[src/rtl/ahb_ral_cmd_master.sv]
// Command-driven AHB-Lite master: FIFO-buffered read/write commands, one SINGLE transfer at a time.
// Optional data-phase timeout enabled by defining AHB_CMD_MASTER_TIMEOUT_EN.
//
// state  | meaning
// S_IDLE | waiting for a queued command, pops it when present
// S_ADDR | address phase driven (hsel=1, NONSEQ)
// S_DATA | data phase, waiting for hready
// S_RSP  | response held until rsp_ready
module ahb_ral_cmd_master #(
  parameter int CMD_DEPTH      = 4,
  parameter int TIMEOUT_CYCLES = 256
) (
  input  logic        hclk,
  input  logic        hresetn,
  input  logic        cmd_valid,
  output logic        cmd_ready,
  input  logic        cmd_write,
  input  logic [31:0] cmd_addr,
  input  logic [31:0] cmd_wdata,
  output logic        rsp_valid,
  input  logic        rsp_ready,
  output logic [31:0] rsp_rdata,
  output logic        rsp_err,
  output logic        hsel,
  output logic [31:0] haddr,
  output logic [1:0]  htrans,
  output logic        hwrite,
  output logic [2:0]  hsize,
  output logic [2:0]  hburst,
  output logic [31:0] hwdata,
  input  logic        hready,
  input  logic        hresp,
  input  logic [31:0] hrdata
);

  typedef enum logic [1:0] {S_IDLE, S_ADDR, S_DATA, S_RSP} state_t;

  localparam int PW = (CMD_DEPTH > 1) ? $clog2(CMD_DEPTH) : 1;
  localparam logic [PW:0] DEPTH_C = (PW+1)'(CMD_DEPTH);

  state_t        state, state_nxt;
  logic [64:0]   fifo_mem [CMD_DEPTH];
  logic [PW-1:0] wr_ptr, rd_ptr;
  logic [PW:0]   count, count_nxt;
  logic [64:0]   head;
  logic [31:0]   cur_wdata;
  logic          push, pop, tmo_hit;

  assign hsize  = 3'b010;
  assign hburst = 3'b000;
  assign push   = cmd_valid & cmd_ready;
  assign head   = fifo_mem[rd_ptr];

  always_comb begin
    state_nxt = state;
    pop       = 1'b0;
    case (state)
      S_IDLE: if (count != '0) begin
        pop       = 1'b1;
        state_nxt = (head[33:32] != 2'b00) ? S_RSP : S_ADDR;
      end
      S_ADDR: if (hready) state_nxt = S_DATA;
      S_DATA: if (hready || tmo_hit) state_nxt = S_RSP;
      S_RSP:  if (rsp_ready) state_nxt = S_IDLE;
      default: state_nxt = S_IDLE;
    endcase
  end

  always_ff @(posedge hclk or negedge hresetn) begin
    if (!hresetn) state <= S_IDLE;
    else          state <= state_nxt;
  end

  always_comb begin
    count_nxt = count;
    if (push && !pop)      count_nxt = count + 1'b1;
    else if (!push && pop) count_nxt = count - 1'b1;
  end

  always_ff @(posedge hclk) begin
    if (push) fifo_mem[wr_ptr] <= {cmd_write, cmd_addr, cmd_wdata};
  end

  // cmd_ready is registered so it stays low throughout reset
  always_ff @(posedge hclk or negedge hresetn) begin
    if (!hresetn) begin
      wr_ptr    <= '0;
      rd_ptr    <= '0;
      count     <= '0;
      cmd_ready <= 1'b0;
    end else begin
      count     <= count_nxt;
      cmd_ready <= (count_nxt != DEPTH_C);
      if (push) wr_ptr <= wr_ptr + 1'b1;
      if (pop)  rd_ptr <= rd_ptr + 1'b1;
    end
  end

  always_ff @(posedge hclk or negedge hresetn) begin
    if (!hresetn) begin
      hsel      <= 1'b0;
      htrans    <= 2'b00;
      haddr     <= '0;
      hwrite    <= 1'b0;
      hwdata    <= '0;
      cur_wdata <= '0;
      rsp_valid <= 1'b0;
      rsp_rdata <= '0;
      rsp_err   <= 1'b0;
    end else begin
      hsel      <= (state_nxt == S_ADDR);
      htrans    <= (state_nxt == S_ADDR) ? 2'b10 : 2'b00;
      rsp_valid <= (state_nxt == S_RSP);
      if (pop) begin
        cur_wdata <= head[31:0];
        if (head[33:32] != 2'b00) begin
          rsp_err   <= 1'b1;
          rsp_rdata <= '0;
        end else begin
          haddr  <= head[63:32];
          hwrite <= head[64];
        end
      end
      if (state == S_ADDR && hready) hwdata <= cur_wdata;
      if (state == S_DATA) begin
        if (hready) begin
          rsp_err   <= hresp;
          rsp_rdata <= (!hwrite && !hresp) ? hrdata : 32'h0;
        end else if (tmo_hit) begin
          rsp_err   <= 1'b1;
          rsp_rdata <= 32'h0BAD_0BAD;
        end
      end
    end
  end

`ifdef AHB_CMD_MASTER_TIMEOUT_EN
  localparam int TW = $clog2(TIMEOUT_CYCLES) + 1;
  localparam logic [TW-1:0] TMO_LOAD = TW'(TIMEOUT_CYCLES - 1);

  logic [TW-1:0] tmo_cnt;

  // Down-counter reloads whenever the slave is not stalling the data phase
  always_ff @(posedge hclk or negedge hresetn) begin
    if (!hresetn)                        tmo_cnt <= TMO_LOAD;
    else if (state != S_DATA || hready)  tmo_cnt <= TMO_LOAD;
    else if (tmo_cnt != '0)              tmo_cnt <= tmo_cnt - 1'b1;
  end

  assign tmo_hit = (state == S_DATA) && !hready && (tmo_cnt == '0);
`else
  assign tmo_hit = 1'b0;
`endif

endmodule
[config.mk]
export PLATFORM = sky130hd
export DESIGN_NAME = ahb_ral_cmd_master
export DESIGN_NICKNAME = d
export VERILOG_FILES = /design/src/rtl/ahb_ral_cmd_master.sv
export SDC_FILE = /design/constraint.sdc
export NUM_CORES = 1
export LEC_CHECK = 0
export ABC_CLOCK_PERIOD_IN_PS = 7900
export BUFFER_PORTS_ARGS = -buffer_cell sky130_fd_sc_hd__buf_2
export CELL_PAD_IN_SITES_DETAIL_PLACEMENT = 0
export CELL_PAD_IN_SITES_GLOBAL_PLACEMENT = 1
export CORE_ASPECT_RATIO = 1.25
export CORE_MARGIN = 4
export CORE_UTILIZATION = 51
export CTS_CLUSTER_DIAMETER = 120
export DETAILED_ROUTE_END_ITERATION = 6
export PLACE_DENSITY_LB_ADDON = 0.1
export SETUP_SLACK_MARGIN = 0.02
export SLEW_MARGIN = 25
export SYNTH_ARGS = -nofsm -noshare
export SYNTH_HDL_FRONTEND = slang
export SYNTH_SLANG_ARGS = --single-unit
[constraint.sdc]
create_clock -name hclk -period 7.9 [get_ports hclk]
set_input_delay 0.395 -clock hclk [delete_from_list [all_inputs] [get_ports hclk]]
set_output_delay 0.395 -clock hclk [all_outputs]
set_load 0.01 [all_outputs]
# Yosys cells after proc, flatten, opt, wreduce, memory -nomap -nowiden
# Memories as Yosys holds them, arrays and structs flattened.
# Index checks and enable logic that the tools add are counted.
[op_classes] addsub=4 n_eq_ne=6 n_mux=22 n_bitwise=2 n_reduce_logical=12
[ops] cell="2-to-1 mux 32 bit" n=5
[ops] cell="2-to-1 mux 2 bit" n=6
[ops] cell="2-to-1 mux 1 bit" n=8
[ops] cell="case mux 2 bit (4 select lines)" n=1
[ops] cell="== test 2 bit, second input constant" n=3
[ops] cell="2-to-1 mux 3 bit" n=2
[ops] cell="adder 2 x 1 -> 2 bit, second input constant" n=2
[ops] cell="== test 2 x 1 -> 1 bit, second input constant" n=2
[ops] cell="logical AND 1 bit" n=4
[ops] cell="logical NOT 1 bit" n=4
[ops] cell="adder 3 x 1 -> 3 bit, second input constant" n=1
[ops] cell="inequality test 3 bit, second input constant" n=1
[ops] cell="nonzero test 3 bit" n=1
[ops] cell="subtractor 3 x 1 -> 3 bit, second input constant" n=1
[ops] cell="logical NOT 2 bit" n=1
[ops] cell="AND reduction 2 bit" n=1
[ops] cell="nonzero test 2 bit" n=1
[ops] cell="bitwise AND 1 bit" n=1
[ops] cell="inverter 1 bit" n=1
[totals] register_bits=144 mem_bits_rw=260 inputBits=103 output_inout_bits=109 word_cells=61 n_memories=1
[memory_table] memory="fifo_mem" words=4 word_bits=65 read_ports=1 rd_ports_with_merged_regs=0 wr=1 line="42" text="logic [64:0] fifo_mem [CMD_DEPTH];"

# Depth between registers and ports, before layout
# Gate-level depths: netlist of run 1.
[depth] ltp_word=7 mapped_depth=7

# Worst setup path after synthesis of run 1
# No wires, ideal clock.
[synth_timing] kind="register to register" start="register wr_ptr[0]" end="memory fifo_mem[0][0], enable pin" setup_ns=0.430 t_arrival_ns=2.199 setup_slack_ns=5.270 stages_incl_launch_ff=4 period_less_slack_ns=2.630 path_cell_list="dfrtp_1 > inv_1 > ha_1 > and3_1"
[synth_lines] item="start, declared" line="43" text="logic [PW-1:0] wr_ptr, rd_ptr;"
[synth_lines] item="start signal, assigned" line="94" text="if (push) wr_ptr <= wr_ptr + 1'b1;"
[synth_lines] item="end, declared" line="42"
# No word-level cell before the write port.

# Final worst setup path of run 1
[layout_timing] start="register rd_ptr[0]" end="register haddr[7]"
[layout_via] elab_chain_cells=4
[layout_lines] item="start, declared" line="43"
[layout_lines] item="start signal, assigned" line="95" text="if (pop) rd_ptr <= rd_ptr + 1'b1;"
[layout_lines] item="memory (4 x 65 bit) *"
[layout_lines] item="nonzero test 2 bit" line="116" text="if (head[33:32] != 2'b00) begin"
[layout_lines] item="inverter 1 bit (no line)"
[layout_lines] item="AND reduction 2 bit (no line)"
[layout_lines] item="end signal, assigned" line="120" text="haddr <= head[63:32];"
[layout_lines] item="end, declared" line="25" text="output logic [31:0] haddr,"
# Every way passes the cells marked *; elsewhere a longest branch is shown, timed or not.
# A chain may end at the register's enable or synchronous reset.

==> results, run 1 <==
- The flow ran to the end, and the final reports show no timing, DRC or antenna violations.
- In the final layout, the multi-input gates occupy 3350 sq um.
- The area of the placeable core is 28700 sq um.
- For the pin with the worst max-slew slack, the measured transition is 0.901 ns.
- The first detailed-routing pass ran for 7 iterations.
- 212 I/O pins were placed.
- The depth of the most critical reg-to-reg path is 5.
- The launching instance or port of the critical path is rd_ptr[0].
- The total die area is 32200 sq um.
- The main combinational cell family by area after synthesis is multiplexers.
- Counting the buffers created by CTS gives 40.
- For the final database, setup skew stands at 0.0212 ns.
- In this run the register-to-register setup slack is 4.70 ns.
- For this block, the via count after detailed routing is 7275.
- The maximum number of buffers from clock root to sink is 3.
- Summing the areas of all fa, ha and maj instances in the mapped netlist gives 0.585% of the synthesized area.
- Measured against the total synthesized area, the mux share comes to 17.4%.
- Clock-pin slew was measured on the worst setup and hold paths at 0.06 ns.
- The flip-flop and latch area is 11400 sq um.
- For this design, the slowest cell found on the critical path is dfrtp_4.
- The synthesized area per cell is 21.4 sq um.
- The total routing resource utilization after global routing is 17.9%.
- The top cell types in the final layout, fill and taps aside, are edfxtp_1, buf_2, dfrtp_1.
- The startpoint of the worst hold path is cmd_addr[18].
- The count of nets left with antenna violations once routing finished came out at 0.
- In the final routed layout, each cell accounts on average for 21.1 microns.
- The library cell used most frequently in the layout, excluding fill and tap cells, is edfxtp_1.
- The signal on the critical path passes through buf_4, a211oi_1, a21oi_2, nand2_2, mux2_1.
- The via count of the first global-routing pass came to 7789.
- Summed over all layers, the routed wires come to 28400 microns.
- The first global-routing pass estimated 44600 microns of wire.
- The die is 200 microns tall.
- The power per standard cell area is 391 nW/um^2.
- The basic-gate share of the synthesized area counting and, or, nand and nor cells is 1.00%.
- The CTS root buffer is clkbuf_16.
- The worst path needs 3.20 ns of the cycle, external delays included.
- The DRC violation count after routing is 0.
- The port buffer count is 204.
- The area share of the largest cell type after synthesis is 52.1%.
- The peak supply drop is 0.234 mV.
- The first routing iteration left 356 violations.
- The max capacitance violation total is 0.
- After clock tree synthesis, the setup repair step added 0 buffers.
- The critical path is of the flip-flop to flip-flop type.
- The initial antenna violation count is 5.
- In this run the tightest slew margin relative to its limit is 39.7%.
- The total number of placement rows is 69.
- The compound-gate portion of the synthesized area is 2.58%.
- The synthesized netlist cell count is 699.
- The final-layout fill cell count is 2111.
- In the synthesized netlist the dominant register cell turns out to be edfxtp_1.
- The starting density of the core is 52.3%.
- The worst endpoint data arrival time is 3.60 ns.
- The type of origin of the critical path is a flip-flop.
- The final-report hold violation count is 0.
- The Yosys step of the flow raised 0 warnings.
- The clock latency at the later pin of the worst-skew pair is 0.53 ns.
- In the routed layout, each cell is associated on average with a via count of 5.42.
- In the final layout, the share of cells above drive strength 1 is 43.7%.
- The HPWL after detailed placement is 17500 microns.
- Along the worst path, the maximum fanout reaches 38.
- Sorting the synthesized cells by area gives the leading types as edfxtp_1, dfrtp_1, mux4_2, mux2_2, mux2_4.
- The leakage power of the design is 6.91 nW.
- The tightest hold path in the finished design has a slack of 0.0680 ns.
- The instance count along the most critical hold path is 1.
- Counting flops with a built-in enable in the synthesized netlist gives 260.
- The total clock sinks is 402.
- The largest stage delay on the critical path is 0.85 ns.
- Of the total synthesized cell area, the portion taken by XOR and XNOR cells is 0.351%.
- After routing, the total negative slack on setup checks comes to 0 ns.
- The mapped cell area is 15000 sq um.
- Entering global routing, the biggest net connects 92 pins.
- The class of the tightest hold or removal check is input pin to flip-flop.
- For this run, the top clock speed supported by timing is 312 MHz.
- Summed over all layers, the global routing overflow is 0.
- Setup repair after global routing left no endpoint under its margin.
- The kind of end point of the critical path is a flip-flop.
- The final layout contains 1031 nets.
- The post-synthesis to final-layout area growth is 17.7%.
- The part of the Yosys area used for sequential elements is 75.8%.
- The startpoint of the worst register-to-register path is rd_ptr[0].
- In this run the horizontal extent of the chip is 161 microns.
- Setup violations remaining at the end of the flow were counted as 0.
- The register bit total from synthesis is 402.
- The H-tree depth reported by CTS is 2.
- The TritonCTS clock tree is built.
- Of all flip-flops after synthesis, the portion carrying an async set or reset was 35.3%.
- The number of pins exceeding their max-slew limit in the final report is 0.
- Of the available clock period, the critical path in the final layout requires 40.5%.
- At the end of routability-driven placement, the weighted congestion stood at 0.764.
- The count of distinct cell types in the synthesized netlist is 37.
- The required arrival time at the worst endpoint is 8.30 ns.
- The cell type contributing the most total cell area after synthesis is edfxtp_1.
- 0 antenna diodes ended up in the layout.
## layer usage
layer  global-route usage (%)  routed length [microns]
met1                     21.9                    11200
met2                     31.5                    14700
met4                     5.15                      559
met5                        0                       57
met3                     5.01                     1880
## state kept, by name, indices dropped and copies added (netlist names), 2 cells and up
name,count
state,2
fifo_mem,260
cur_wdata,32
wr_ptr,2
rd_ptr,2
hwdata,32
count,3
haddr,32
rsp_rdata,32
## cells in the mapped netlist (5+ instances only)
library cell / number
a22o_1: 32
buf_2: 14
buf_4: 13
clkbuf_1: 5
dfrtp_1: 142
edfxtp_1: 260
ha_1: 7
inv_1: 7
mux2_1: 20
mux2_2: 45
mux2_4: 30
mux4_2: 63
nand2_1: 8
nor2_1: 5
xnor2_1: 6
## final timing paths
path / end
min in group asynchronous: cur_wdata[19]
worst max-delay path: haddr[7]
max in group asynchronous: rd_ptr[0]
worst min-delay path: fifo_mem[0][50]
worst max register to register: haddr[7]
worst min register to register: haddr[23]
## power breakdown
| group | internal (mW) | leakage, nW | total, mW | switching (mW) |
|---|---|---|---|---|
| Combinational | 1.02 | 2.19 | 1.91 | 0.890 |
| Sequential | 2.87 | 4.12 | 3.22 | 0.343 |
| Clock | 1.04 | 0.605 | 1.77 | 0.734 |
## cell type report
class	instances	share of cell area, %
clock buffers	63	6.57
clock inverters	10	0.447
well taps	390	2.77
inverters	7	0.149
multi-input cells	255	19.0
repair buffers	215	6.66
flip-flops and latches	402	64.4
## logic make-up (layout without fill, tap and decap cells)
| group | Yosys count | count (layout) |
|---|---|---|
| AOI/OAI and AO/OA | 47 | 47 |
| xor gates and xnor gates | 6 | 6 |
| adders and majority gates | 7 | 7 |
| buffers and inverters | 47 | 295 |
| DFF | 402 | 402 |
| muxes | 159 | 159 |
| other | 2 | 7 |
| and+or+nand+nor | 29 | 29 |
## critical path: cells and delay by family (launching register included)
kind | cells | cell delay [ns]
muxes | 1 | 0.54
buffers and inverters | 1 | 0.74
and+or+nand+nor | 1 | 0.55
DFF | 1 | 0.85
AOI/OAI and AO/OA | 2 | 0.37
## per-stage QoR
step           utilization (%)  instance area (sq um)  setup slack [ns]  power [mW]  instances
4_1_cts                   61.5                  17600              4.49        7.01       1341
5_1_grt                   61.6                  17600              4.38        7.28       1342
2_1_floorplan                -                  15000              5.27        4.58        704
3_3_place_gp              56.8                  16300              4.52        5.11       1263
3_5_place_dp              57.1                  16400              4.53        5.21       1267
6_report                  61.6                  17600              4.70        6.90       1342
## timing repair
item / 4_1_cts / 5_1_grt
hold buffers: 1 / 0
resized for setup: 0 / 0
endpoints found under the hold margin: 40 / 0
No activity file was read; power rests on OpenSTA's default activity.
==> inputs of run 2 (changes only) <==
--- a/config.mk
+++ b/config.mk
@@ -5,13 +5,13 @@
 export SDC_FILE = /design/constraint.sdc
 export NUM_CORES = 1
 export LEC_CHECK = 0
-export ABC_CLOCK_PERIOD_IN_PS = 7900
+export ABC_CLOCK_PERIOD_IN_PS = 3000
 export BUFFER_PORTS_ARGS = -buffer_cell sky130_fd_sc_hd__buf_2
 export CELL_PAD_IN_SITES_DETAIL_PLACEMENT = 0
 export CELL_PAD_IN_SITES_GLOBAL_PLACEMENT = 1
 export CORE_ASPECT_RATIO = 1.25
 export CORE_MARGIN = 4
-export CORE_UTILIZATION = 51
+export CORE_UTILIZATION = 49
 export CTS_CLUSTER_DIAMETER = 120
 export DETAILED_ROUTE_END_ITERATION = 6
 export PLACE_DENSITY_LB_ADDON = 0.1
==> constraint.sdc (replaced) <==
create_clock -name hclk -period 3 [get_ports hclk]
set_input_delay 0.15 -clock hclk [delete_from_list [all_inputs] [get_ports hclk]]
set_output_delay 0.15 -clock hclk [all_outputs]
set_load 0.01 [all_outputs]
==> results, run 2 (synthesis results as in run 1) <==
- The worst setup slack after layout came to 0.783 ns (-3.91 ns).
- The area of the placeable core came to 30100 sq um (+5.1%).
- The weighted congestion reported at the end of routability-driven placement is 0.722 (-5.4%).
- The final-report hold violation count came to 0 (unchanged).
- Setup repair after global routing left no endpoint under its margin.
- The max capacitance violation total is 0 (unchanged).
- The total grt overflow is 0 (unchanged).
- The clock period minus worst slack is 2.22 ns (-0.986 ns).
- The maximum number of pins on one net before global-route repair is 55 (-40%).
- The number of vias per cell after detailed routing came to 5.24 (-3.4%).
- The peak supply drop is 0.509 mV (+120%).
- The post-CTS setup buffer count is 0 (unchanged).
- The post-detailed-routing wire length was 29800 microns (+4.9%).
- The leakage power of the design was 7.39 nW (+6.8%).
- The first-iteration detailed-routing DRC count came to 411 (+15%).
- The residual antenna-violating net count after detailed routing is 0 (unchanged).
- The critical path in this run is classified as flip-flop to flip-flop.
- STA classifies the critical path endpoint as a flip-flop.
- The commonest non-fill, non-tap cell in the layout is edfxtp_1.
- The ratio of cells with drive above 1 in the final layout is 40.1% (-3.6 points).
- The clock latency at the later pin of the worst-skew pair is 0.52 ns (about the same).
- The biggest fanout along the worst timing path is 33 (-13%).
- The fraction of the core area covered by cells at the end of the flow is 62.3% (+0.77 points).
- The largest clock skew in the final design is 0.0153 ns (-0.00588 ns).
- The floorplan die height was 204 microns (+1.9%).
- The wire length of the first global-routing pass was 46600 microns (+4.7%).
- The transition time of the tightest slew-check pin is 0.750 ns (-0.151 ns).
- The worst setup path is launched from a flip-flop.
- The final-layout fill cell count is 2134 (+1.1%).
- The total routing resource utilization after global routing is 18.1% (+0.14 points).
- The total die area is 33500 sq um (+3.9%).
- The flip-flop and latch area came to 11400 sq um (unchanged).
- The required arrival time at the worst endpoint is 3.40 ns (-4.90 ns).
- The multi-input gate area in the final layout was 3350 sq um (about the same).
- The initial antenna violation count is 1 (-4).
- The number of buffers inserted during clock tree synthesis is 39 (-2.5%).
- The via count of the first global-routing pass is 8324 (+6.9%).
- The final-layout setup total negative slack is 0 ns (unchanged).
- The number of failing setup endpoints in the final timing report is 0 (unchanged).
- The relative slew slack is 49.8% (+10 points).
- The iteration count of the initial detailed-routing pass is 4 (-3).
- The worst endpoint data arrival time was 2.61 ns (-0.99 ns).
- The final cycle utilization of the critical path is 73.9% (+33 points).
- The via total after detailed routing is 7626 (+4.8%).
- The TritonCTS clock tree is built.
- The total clock sinks was 402 (unchanged).
- The pre-CTS setup slack is 0.743 ns (-3.79 ns).
- Compared with the post-synthesis result, the final layout area differs by 25.3%.
- The total number of placement rows is 71 (+2.9%).
- The starting density of the core is 49.8% (-2.5 points).
- The total number of nets in the final design is 1134 (+10%).
- The power per standard cell area is 986 nW/um^2 (+150%).
- The port buffer count came to 204 (unchanged).
- The run finished with clean final reports.
- In the layout the commonest cells are edfxtp_1, buf_2, dfrtp_1.
- The maximum number of buffers from clock root to sink was 3 (unchanged).
- The class of the tightest hold or removal check is input pin to flip-flop.
- The register with the most flip-flops is fifo_mem.
- The DRC violation count after routing came to 0 (unchanged).
- The number of primary I/O pins is 212 (unchanged).
- The highest achievable clock rate was 451 MHz (+44%).
- The number of pins exceeding their max-slew limit in the final report was 0 (unchanged).
- The average detailed-routed wire length per instance is 20.4 microns (-3.3%).
- The H-tree depth reported by CTS is 2 (unchanged).
- The CTS clock-pin slew for the worst setup and hold paths is 0.06 ns (about the same).
- CTS placed an instance of clkbuf_16 at the clock tree root.
- The number of gates given a new drive strength after cts is 0 (unchanged).
- The number of flip-flops in the largest register is 260 (unchanged).
- The post-detailed-placement half-perimeter wirelength is 18000 microns (+3.2%).
- The horizontal extent of the die is 164 microns (+1.9%).
-- run 2: cell types whose count changed in the layout (fill, tap and decap cells not counted) --
cell,change
clkinvlp_4,+1
clkbuf_8,+1
clkbuf_16,+1
buf_4,+2
dlygate4sd3_1,+99
bufinv_16,+1
o21a_1,+1
clkbuf_1,-5
diode_2,+1
o21a_2,-1
clkinv_2,+1
inv_6,-2
buf_12,+3
-- run 2: timing repair --
action / 4_1_cts / 5_1_grt
setup endpoints to repair: 0 / 0
endpoints found under the hold margin: 346 / 0
hold buffers: 100 / 0
-- run 2: metrics by stage --
stage	hold WS (ns)	cells	instance area (sq um)	power [mW]
final	0.0829	1456	18800	18.5
after CTS	0.0535	1455	18800	18.8
after detailed placement	0.153	1284	16500	13.8
after global routing	0.103	1456	18800	19.6
after global placement	0.143	1284	16500	13.6
after floorplan	-0.146	704	15000	12.1
-- run 2: critical path, cell delays in order (launching register included) --
cell	delay, ns
dfrtp_4	0.69
nor3_1	0.11
a211oi_1	0.27
a21oi_2	0.08
nand2_2	0.09
buf_4	0.43
mux2_2	0.40
-- run 2: report_power, final --
part | total, mW | internal, mW | switching (mW) | leakage [nW]
Sequential | 8.38 | 7.57 | 0.809 | 4.12
Combinational | 5.32 | 2.82 | 2.50 | 2.64
Clock | 4.82 | 2.88 | 1.94 | 0.628
Total | 18.5 | 13.3 | 5.25 | 7.39
-- run 2: layout make-up --
type | instances | area share (%)
antenna | 1 | 0.0133
clock buffer | 60 | 6.28
tap | 401 | 2.67
multi-input combinational | 255 | 17.8
timing repair buffer | 319 | 11.9
sequential | 402 | 60.6
inverter | 7 | 0.140
clock inverter | 11 | 0.553
-- run 2: path summary, 6_finish.rpt --
path / start / to / slack (ns) / cells after the start
max: rd_ptr[1] / haddr[4] / 0.78 / 6
min: rsp_ready / state[0] / 0.08 / 6
max reg2reg: rd_ptr[1] / haddr[4] / 0.78 / 6
min reg2reg: haddr[24] / haddr[24] / 0.49 / 1
max in group asynchronous: hresetn / hwdata[8] / 1.96 / 3
min in group asynchronous: hresetn / cur_wdata[19] / 0.16 / 2
-- run 2: metal layers --
metal / track usage, % / vias up / share of wire, %
met3: 3.98 / 39 / 6.1
li1: - / 3404 / -
met5: 0 / - / 0
met1: 22.6 / 3975 / 40
met4: 4.04 / 0 / 1.6
met2: 32.3 / 208 / 52
==> inputs of run 3 (changes only) <==
--- a/config.mk
+++ b/config.mk
@@ -5,13 +5,13 @@
 export SDC_FILE = /design/constraint.sdc
 export NUM_CORES = 1
 export LEC_CHECK = 0
-export ABC_CLOCK_PERIOD_IN_PS = 3000
+export ABC_CLOCK_PERIOD_IN_PS = 2000
 export BUFFER_PORTS_ARGS = -buffer_cell sky130_fd_sc_hd__buf_2
 export CELL_PAD_IN_SITES_DETAIL_PLACEMENT = 0
 export CELL_PAD_IN_SITES_GLOBAL_PLACEMENT = 1
 export CORE_ASPECT_RATIO = 1.25
 export CORE_MARGIN = 4
-export CORE_UTILIZATION = 49
+export CORE_UTILIZATION = 44
 export CTS_CLUSTER_DIAMETER = 120
 export DETAILED_ROUTE_END_ITERATION = 6
 export PLACE_DENSITY_LB_ADDON = 0.1
==> constraint.sdc (replaced) <==
create_clock -name hclk -period 2 [get_ports hclk]
set_input_delay 0.1 -clock hclk [delete_from_list [all_inputs] [get_ports hclk]]
set_output_delay 0.1 -clock hclk [all_outputs]
set_load 0.01 [all_outputs]
==> results, run 3 (synthesis results as in run 1) <==
- The total routing resource utilization after global routing is 16.5% (-1.5 points).
- The max capacitance violation total is 0 (unchanged).
- The met2 track demand over resource in global routing came to 28.6% (-3.6 points).
- The residual antenna-violating net count after detailed routing is 0 (unchanged).
- From synthesis to final layout, the design area changed by 26.9%.
- The post-detailed-routing wire length came to 30300 microns (+1.8%).
- The first-iteration detailed-routing DRC count came to 372 (-9.5%).
- The DRC violation count after routing was 0 (unchanged).
- The worst endpoint data arrival time is 2.30 ns (-0.31 ns).
- The destination of the worst register-to-register timing path is cur_wdata[1].
- The number of failing setup endpoints in the final timing report is 0 (unchanged).
- The clock latency at the later pin of the worst-skew pair is 0.52 ns (about the same).
- The total die area was 37100 sq um (+11%).
- The H-tree depth reported by CTS is 2 (unchanged).
- In the layout the commonest cells are edfxtp_1, buf_2, dfrtp_1.
- The transition time of the tightest slew-check pin is 0.521 ns (-0.229 ns).
- The final-layout setup total negative slack is 0 ns (unchanged).
- The total number of nets in the final design is 1143 (+0.79%).
- The required arrival time at the worst endpoint is 2.40 ns (-1.00 ns).
- The final non-filler cell total is 1487 (+2.1%).
- The flow ran to the end, and the final reports show no timing, DRC or antenna violations.
- The maximum number of buffers from clock root to sink is 3 (unchanged).
- The total clock sinks is 402 (unchanged).
- The CTS root buffer is clkbuf_16.
- TritonCTS built the clock tree.
- The number of gates given a new drive strength after cts is 0 (unchanged).
- The final cycle utilization of the critical path was 95.0% (+21 points).
- Setup repair after global routing left no endpoint under its margin.
- The number of placed instances with taps included is 1314 (+2.3%).
- The post-detailed-placement half-perimeter wirelength is 18700 microns (+3.6%).
- The relative slew slack is 65.2% (+15 points).
- The met3 track demand over resource in global routing is 4.41% (+0.43 points).
- The global-route met1 utilization is 20.8% (-1.8 points).
- The final-report hold violation count is 0 (unchanged).
- The ratio of cells with drive above 1 in the final layout came to 40.6% (+0.51 points).
- The initial antenna violation count is 2 (+1).
- STA classifies the critical path startpoint as a flip-flop.
- The maximum number of pins on one net before global-route repair is 66 (+20%).
- The power per standard cell area is 1500 nW/um^2 (+52%).
- The average detailed-routed wire length per instance is 20.4 microns (-0.29%).
- The number of pins exceeding their max-slew limit in the final report came to 0 (unchanged).
- The class of the tightest hold or removal check is input pin to flip-flop.
- The kind of end point of the critical path is a flip-flop.
- The wire length of the first global-routing pass is 48700 microns (+4.4%).
- The port buffer count came to 204 (unchanged).
- The biggest fanout along the worst timing path is 13 (-61%).
- The clock period minus worst slack was 1.90 ns (-0.317 ns).
- The CTS clock-pin slew for the worst setup and hold paths was 0.06 ns (about the same).
- The weighted congestion reported at the end of routability-driven placement is 0.733 (+1.5%).
- The peak supply drop was 0.789 mV (+55%).
- The number of buffers inserted during clock tree synthesis is 40 (+2.6%).
- The post-CTS setup buffer count is 0 (unchanged).
- The post-route cell area is 19000 sq um (+1.3%).
- The type of the worst setup path is flip-flop to flip-flop.
- The horizontal extent of the die was 173 microns (+5.3%).
- The total number of placement rows is 75 (+5.6%).
- The cell area reported after detailed placement came to 16600 sq um (+0.99%).
- After global routing, the most crowded layer is met2.
- More flip-flops sit in one register than any other, and that register is fifo_mem.
- The largest clock skew in the final design came to 0.0125 ns (-0.00285 ns).
- The via total after detailed routing is 7603 (-0.30%).
- The starting density of the core is 44.6% (-5.2 points).
- The critical path starts at count[0].
- The worst-case hold path end point is state[0].
- The number of primary I/O pins is 212 (unchanged).
- The highest achievable clock rate is 526 MHz (+17%).
- The number of flip-flops in the largest register came to 260 (unchanged).
- The library cell used most frequently in the layout, excluding fill and tap cells, is edfxtp_1.
- The area of the placeable core was 33600 sq um (+12%).
- The iteration count of the initial detailed-routing pass is 4 (unchanged).
- The register-to-register setup slack is 0.1 ns (-0.68 ns).
- The instance count along the most critical hold path is 6 (unchanged).
- The floorplan die height came to 214 microns (+5.3%).
- The startpoint of the worst hold path is rsp_ready.
- The via count of the first global-routing pass is 8492 (+2.0%).
- The depth of the most critical reg-to-reg path was 5 (-1).
- The number of vias per cell after detailed routing came to 5.11 (-2.4%).
- The leakage power of the design is 7.49 nW (+1.4%).
- The total grt overflow is 0 (unchanged).
- The startpoint of the worst register-to-register path is count[0].
==> run 3: how the worst max path moves through the flow <==
| stage | endpoint | slack [ns] | depth (start not counted) |
|---|---|---|---|
| finish | cur_wdata[1] | 0.1 | 5 |
| global route | cur_wdata[1] | 0.02 | 5 |
| CTS | cur_wdata[2] | 0.08 | 5 |
| detailed placement | cur_wdata[1] | 0.1 | 5 |
| global placement | cur_wdata[2] | 0.15 | 5 |
| floorplan | fifo_mem[0][0] | 0.08 | 3 |
==> run 3: area by class of cell <==
type,count,area [sq um]
antenna,1,2.50
fill,2577,14600
multi-input combinational,255,3350
clock inverter,6,129
clock buffer,66,1240
timing repair buffer,327,2380
sequential,402,11400
inverter,7,26.3
tap,423,529
==> run 3: worst max-delay path, cell delays in order (launching register included) <==
cell and delay (ns):
dfrtp_1 0.39, inv_1 0.08, ha_1 0.24, a211oi_4 0.35, buf_4 0.34, mux2_2 0.37
==> run 3: metal layers <==
metal | share of wire [%] | routed length (microns)
met1 | 41 | 12400
met2 | 51 | 15500
met3 | 5.9 | 1780
met4 | 1.8 | 560
met5 | 0.023 | 7
==> run 3: metrics by stage <==
| step | hold WS (ns) | setup WS [ns] | utilization [%] | power [mW] |
|---|---|---|---|---|
| after floorplan | -0.196 | 0.0838 | - | 18.0 |
| after global placement | 0.0838 | 0.151 | 49.5 | 20.7 |
| after detailed placement | 0.0935 | 0.0961 | 49.5 | 21.0 |
| after CTS | 0.0267 | 0.0837 | 56.6 | 29.0 |
| after global routing | 0.0608 | 0.0234 | 56.6 | 30.1 |
| final | 0.0624 | 0.0995 | 56.6 | 28.5 |
==> run 3: where the power goes <==
group          total [mW]  internal, mW  leakage (nW)  switching (mW)
clock                7.67          4.74         0.668            2.93
combinational        8.40          4.42          2.70            3.99
sequential           12.4          11.4          4.12            1.04
total                28.5          20.5          7.49            7.95
==> run 3: what timing repair did <==
action,in CTS,in global routing
endpoints found under the hold margin,435,0
endpoints found under the setup margin,0,0
hold buffers,100,0
